## src/rtl/mem_copy_engine_if.sv

```systemverilog
// Signal bundle between the copy engine and its host/Memory/bus environment.
// master = the copy engine, slave = the surrounding system.
interface mem_copy_engine_if #(
   parameter int WIDTH  = 16,
   parameter int AWIDTH = 16
);
   logic              start;
   logic [AWIDTH-1:0] src;
   logic [AWIDTH-1:0] dst;
   logic [AWIDTH-1:0] len;
   logic              abort;
   logic              bus_gnt;
   logic              bus_req;
   logic              busy;
   logic              done;
   logic [AWIDTH-1:0] remaining;
   logic [AWIDTH-1:0] mem_address;
   logic              mem_en;
   logic              mem_load;
   logic [WIDTH-1:0]  bus_in;
   logic [WIDTH-1:0]  bus_out;
   logic              bus_oe;

   modport master (
      input  start, src, dst, len, abort, bus_gnt, bus_in,
      output bus_req, busy, done, remaining,
      output mem_address, mem_en, mem_load, bus_out, bus_oe
   );

   modport slave (
      output start, src, dst, len, abort, bus_gnt, bus_in,
      input  bus_req, busy, done, remaining,
      input  mem_address, mem_en, mem_load, bus_out, bus_oe
   );
endinterface

```

## src/rtl/mem_copy_engine.sv

```systemverilog
// Bus-master block copy engine: one read cycle then one write cycle per word,
// ascending addresses modulo 2^AWIDTH, acting only while the bus is granted.
module mem_copy_engine #(
   parameter int WIDTH  = 16,
   parameter int AWIDTH = 16
) (
   input logic clk,
   input logic reset,
   mem_copy_engine_if.master bus
);
   localparam logic [1:0] IDLE  = 2'd0;
   localparam logic [1:0] READ  = 2'd1;
   localparam logic [1:0] WRITE = 2'd2;
   localparam logic [1:0] DONE  = 2'd3;

   localparam logic [AWIDTH-1:0] A_ONE = AWIDTH'(1);

   logic [1:0]        state;
   logic [AWIDTH-1:0] src_cur;
   logic [AWIDTH-1:0] dst_cur;
   logic [AWIDTH-1:0] remaining_q;
   logic [WIDTH-1:0]  data_q;
   logic              abort_pend;

   logic in_read;
   logic in_write;
   logic stop_now;

   assign in_read  = (state == READ);
   assign in_write = (state == WRITE);

   // An abort seen at any point in the word is remembered so that it still
   // ends the transfer at the WRITE exit even if the pulse has gone by then.
   assign stop_now = (remaining_q == A_ONE) || bus.abort || abort_pend;

   always_ff @(posedge clk or posedge reset) begin
      if (reset) begin
         state       <= IDLE;
         src_cur     <= '0;
         dst_cur     <= '0;
         remaining_q <= '0;
         data_q      <= '0;
         abort_pend  <= 1'b0;
      end else begin
         case (state)
            IDLE: begin
               abort_pend <= 1'b0;
               if (bus.start) begin
                  src_cur     <= bus.src;
                  dst_cur     <= bus.dst;
                  remaining_q <= bus.len;
                  state       <= (bus.len == '0) ? DONE : READ;
               end
            end
            READ: begin
               if (bus.abort)
                  abort_pend <= 1'b1;
               if (bus.bus_gnt) begin
                  data_q <= bus.bus_in;
                  state  <= WRITE;
               end
            end
            WRITE: begin
               if (bus.abort)
                  abort_pend <= 1'b1;
               if (bus.bus_gnt) begin
                  src_cur     <= src_cur + A_ONE;
                  dst_cur     <= dst_cur + A_ONE;
                  remaining_q <= remaining_q - A_ONE;
                  state       <= stop_now ? DONE : READ;
               end
            end
            DONE: begin
               abort_pend <= 1'b0;
               state      <= IDLE;
            end
            default: state <= IDLE;
         endcase
      end
   end

   // Outputs decode the state directly, so an asynchronous reset clears them
   // without waiting for a clock edge.
   assign bus.bus_req     = in_read | in_write;
   assign bus.busy        = in_read | in_write;
   assign bus.done        = (state == DONE);
   assign bus.remaining   = remaining_q;
   assign bus.mem_address = in_write ? dst_cur : src_cur;
   assign bus.mem_en      = in_read & bus.bus_gnt;
   assign bus.mem_load    = in_write & bus.bus_gnt;
   assign bus.bus_oe      = in_write & bus.bus_gnt;
   assign bus.bus_out     = data_q;

   a_no_conflict : assert property (@(posedge clk) disable iff (reset)
      !(bus.mem_en && bus.mem_load));
   a_oe_is_load : assert property (@(posedge clk) disable iff (reset)
      bus.bus_oe == bus.mem_load);
   a_quiet_without_gnt : assert property (@(posedge clk) disable iff (reset)
      !bus.bus_gnt |-> !(bus.mem_en || bus.mem_load || bus.bus_oe));
endmodule

```

## src/flat_wrapper.sv

```systemverilog
// flat-port wrapper written by rule: the top's interface ports become plain ports
module mem_copy_engine_flat 
#(
   parameter int WIDTH  = 16,
   parameter int AWIDTH = 16
)
  (clk, reset, bus_start, bus_src, bus_dst, bus_len, bus_abort, bus_bus_gnt, bus_bus_in, bus_bus_req, bus_busy, bus_done, bus_remaining, bus_mem_address, bus_mem_en, bus_mem_load, bus_bus_out, bus_bus_oe);
  mem_copy_engine_if #(.WIDTH(WIDTH), .AWIDTH(AWIDTH)) bus_i ();
  input logic clk;
  input logic reset;
  input wire logic [$bits(bus_i.start)-1:0] bus_start;
  input wire logic [$bits(bus_i.src)-1:0] bus_src;
  input wire logic [$bits(bus_i.dst)-1:0] bus_dst;
  input wire logic [$bits(bus_i.len)-1:0] bus_len;
  input wire logic [$bits(bus_i.abort)-1:0] bus_abort;
  input wire logic [$bits(bus_i.bus_gnt)-1:0] bus_bus_gnt;
  input wire logic [$bits(bus_i.bus_in)-1:0] bus_bus_in;
  output wire logic [$bits(bus_i.bus_req)-1:0] bus_bus_req;
  output wire logic [$bits(bus_i.busy)-1:0] bus_busy;
  output wire logic [$bits(bus_i.done)-1:0] bus_done;
  output wire logic [$bits(bus_i.remaining)-1:0] bus_remaining;
  output wire logic [$bits(bus_i.mem_address)-1:0] bus_mem_address;
  output wire logic [$bits(bus_i.mem_en)-1:0] bus_mem_en;
  output wire logic [$bits(bus_i.mem_load)-1:0] bus_mem_load;
  output wire logic [$bits(bus_i.bus_out)-1:0] bus_bus_out;
  output wire logic [$bits(bus_i.bus_oe)-1:0] bus_bus_oe;
  assign bus_i.start = bus_start;
  assign bus_i.src = bus_src;
  assign bus_i.dst = bus_dst;
  assign bus_i.len = bus_len;
  assign bus_i.abort = bus_abort;
  assign bus_i.bus_gnt = bus_bus_gnt;
  assign bus_i.bus_in = bus_bus_in;
  assign bus_bus_req = bus_i.bus_req;
  assign bus_busy = bus_i.busy;
  assign bus_done = bus_i.done;
  assign bus_remaining = bus_i.remaining;
  assign bus_mem_address = bus_i.mem_address;
  assign bus_mem_en = bus_i.mem_en;
  assign bus_mem_load = bus_i.mem_load;
  assign bus_bus_out = bus_i.bus_out;
  assign bus_bus_oe = bus_i.bus_oe;
  mem_copy_engine #(.WIDTH(WIDTH), .AWIDTH(AWIDTH)) u_core (.clk(clk), .reset(reset), .bus(bus_i));
endmodule
```

## config.mk

```make
export PLATFORM = sky130hd
export DESIGN_NAME = mem_copy_engine_flat
export DESIGN_NICKNAME = d
export VERILOG_FILES = /design/src/rtl/mem_copy_engine_if.sv /design/src/rtl/mem_copy_engine.sv /design/src/flat_wrapper.sv
export SDC_FILE = /design/constraint.sdc
export NUM_CORES = 1
export LEC_CHECK = 0
export CORE_UTILIZATION = 43
export DETAILED_ROUTE_END_ITERATION = 8
export PLACE_DENSITY = 0.83
export SLEW_MARGIN = 20
export SYNTH_ARGS = -nofsm -noshare
export SYNTH_HDL_FRONTEND = slang
export SYNTH_SLANG_ARGS = --single-unit
```

## constraint.sdc

```tcl
create_clock -name clk -period 2 [get_ports clk]
set_input_delay 0.2 -clock clk [delete_from_list [all_inputs] [get_ports clk]]
set_output_delay 0.2 -clock clk [all_outputs]
set_load 0.05 [all_outputs]
```

==> run summary, run 1 <==
count of input and output buffers = 122
TritonCTS Buffers = 9
final period utilization = 96.4%
1st-iter DRT viols = 301
Cell Area, Synth = 0.00419 mm2
Clock Tree Buf Depth = 2
clock tree from TritonCTS = yes
share of layout cells above drive strength 1 = 22.0%
Synth Instances = 469
vias = 4564
average cell area after synthesis = 8.93 um2
final RePlAce weighted congestion = 0.919
GRT Total Usage = 27.4%
DP Worst Slack = -0.0153 ns
clk root buf = clkbuf_8
Synth Flop Type = dfrtp_1
vias in the first global route = 4510
final routed DRC violation total = 0
RSZ-0062 raised after global routing = yes
setup TNS = 0 ns
Post-synth EDFFs = 0
critical path data arrival time = 1.73 ns
min Tclk post-route = 1.93 ns
Leakage = 0.00246 uW
post-synthesis sequential area ratio = 40.0%
Skew-Pair Late Insertion Delay = 0.35 ns
routed wire length per instance = 18.0 um
Reg clk slew, reported paths = 0.08 ns
FILL cells = 710
H-tree depth = 3
Worst-Margin Slew = 0.528 ns
Worst Slack Setup Final = 0.0722 ns
MaxCap Viol Count = 0
WHS = 0.238 ns
critical path cell sequence = inv_2, ha_4, buf_16, mux2_2, buf_4
Unique masters post-synth = 55
slowest cell on the critical path = dfrtp_1
Ports = 123
most common cell after layout, fill and taps aside = clkdlybuf4s50_1
PwrDens = 1930 mW/mm2
row count = 35
Worst EP required = 1.80 ns
routed vias/inst = 6.11
maximum vdd drop = 1370 uV
Slew HR = 64.7%
status = finished clean
yosys warns = 0
Initial Utilization = 44.9%
syn_nets = 546
post-route ant nets = 0
slowest stage delay, CP = 0.40 ns
dpl hpwl = 9.48 mm
Routed WL = 13.5 mm
Die Area = 0.0101 mm2
synthesis-stage register bit count = 67
# setup viols final = 0
global route total overflow = 0
Critical Path End Type = primary output
startpoint types = register
largest net degree at the start of global routing = 68
CORE AREA = 0.00933 mm2
Final Hold Viols = 0
Hold Buf Count CTS = 0
first-pass GRT wire length = 21.6 mm
Die Span X = 101 um
Setup Crit Path Kind = reg2out
die height = 101 um
CTS Sinks = 67
most frequent cells in the layout = clkdlybuf4s50_1 (100), dfrtp_1 (63), buf_4 (51), nand2_1 (32), a21oi_1 (30)
final slew viol count = 0
drt pass-1 iters = 5
Layout Nets = 690
Worst Hold Class = in2async
FFs w/ async S/R, synth = 100%
crit-path max FO = 17
initial antenna violation count = 0
FMAX = 0.519 GHz
area grow syn2layout = 48.3%
# diodes = 0
clk_skew = 0.00682 ns
[metal layers]
metal  global-route usage [%]  share of wire (%)  up-vias
li1                         -                  -     2075
met1                     35.6                 39     2156
met2                     44.9                 48      288
met3                     4.92                9.5       45
met4                     11.8                3.4        0
met5                        0                  0        -
[critical path: cells and delay by family (launching register included)]
| family | cells | cell delay (ns) |
|---|---|---|
| muxes | 1 | 0.36 |
| buffers and inverters | 3 | 0.44 |
| adders and majority gates | 1 | 0.18 |
| DFF | 1 | 0.40 |
[logic make-up (layout without fill, tap and decap cells)]
logic type / count (synthesis) / after routing / share of synthesized area [%]
buffers and inverters: 54 / 203 / 5.26
adders and majority gates: 8 / 8 / 2.39
AOI/OAI and AO/OA: 125 / 125 / 19.6
and+or+nand+nor: 180 / 180 / 23.6
muxes: 35 / 35 / 9.17
DFF: 67 / 67 / 40.0
[worst paths after layout]
kind                                                  to  slack (ns)                    from  cells past startpoint
max in group asynchronous        u_core.bus.remaining[2]        1.44                   reset                      3
worst min register to register    u_core.bus.bus_out[14]        0.51  u_core.bus.bus_out[14]                      1
min in group clk                      u_core.src_cur[10]        0.46             bus_src[10]                      3
worst max-delay path                  bus_mem_address[6]        0.07         u_core.state[0]                      5
worst max register to register  u_core.bus.remaining[12]        0.11         u_core.state[1]                      8
worst min-delay path               u_core.bus.bus_out[0]        0.24                   reset                      3
[Yosys cell counts (6+ instances only)]
| cell type | number | area share [%] |
|---|---|---|
| dfrtp_1 | 67 | 40 |
| nand2_1 | 32 | 2.9 |
| a21oi_1 | 30 | 3.6 |
| nor2_1 | 29 | 2.6 |
| mux2_2 | 27 | 7.3 |
| o21ai_0 | 27 | 3.2 |
| nand3_1 | 26 | 3.1 |
| clkbuf_1 | 22 | 2.0 |
| nand4_1 | 20 | 3.0 |
| inv_1 | 18 | 1.6 |
| o22ai_1 | 16 | 2.4 |
| nor3_1 | 15 | 1.8 |
| nor4_1 | 12 | 1.8 |
| a2bb2oi_1 | 9 | 1.9 |
| buf_2 | 8 | 0.96 |
| ha_1 | 8 | 2.4 |
| mux2i_1 | 8 | 1.9 |
| o32ai_1 | 6 | 1.3 |
| or4_1 | 6 | 1.1 |
[layout make-up]
class,instances,area [um2],area share (%)
repair buffers,169,1750,28.1
flip-flops and latches,67,1680,27.1
inverters,18,67.6,1.09
clock buffers,9,124,1.99
multi-input cells,348,2360,37.9
clock inverters,7,76.3,1.23
well taps,129,161,2.60
[power by group]
group	internal (uW)	switching, uW	leakage, uW	total (uW)
Sequential	2040	767	0.000760	2810
Clock	584	592	0.0000962	1180
Combinational	3290	4700	0.00160	7990
[through the flow]
step / instance area, um2 / utilization (%) / std cells / power [uW]
after floorplan: 4230 / - / 469 / 7610
after global placement: 5860 / 62.8 / 727 / 10100
after detailed placement: 5860 / 62.8 / 727 / 10400
after CTS: 6140 / 65.8 / 745 / 11700
after global routing: 6210 / 66.6 / 747 / 12600
final: 6210 / 66.6 / 747 / 12000
[sequential cells by signal, indices dropped and copies added, names as in the netlist]
signal	flops
u_core.bus.bus_out	16
u_core.bus.remaining	16
u_core.dst_cur	16
u_core.src_cur	16
u_core.state	2
u_core.abort_pend	1
[timing repair]
| action | CTS | global route |
|---|---|---|
| buffers inserted | 0 | 2 |
| gates cloned | 2 | 0 |
| gates resized for setup | 4 | 16 |
| pin swaps | 0 | 2 |
| setup endpoints to repair | 28 | 44 |
Power figures use the tool's default switching activity.
==> inputs of run 2 (changes only) <==
--- a/config.mk
+++ b/config.mk
@@ -5,6 +5,7 @@
 export SDC_FILE = /design/constraint.sdc
 export NUM_CORES = 1
 export LEC_CHECK = 0
+export ABC_CLOCK_PERIOD_IN_PS = 2000
 export CORE_UTILIZATION = 43
 export DETAILED_ROUTE_END_ITERATION = 8
 export PLACE_DENSITY = 0.83
==> results of run 2 <==
The final DEF is identical to that of run 1; final timing and power are the same.
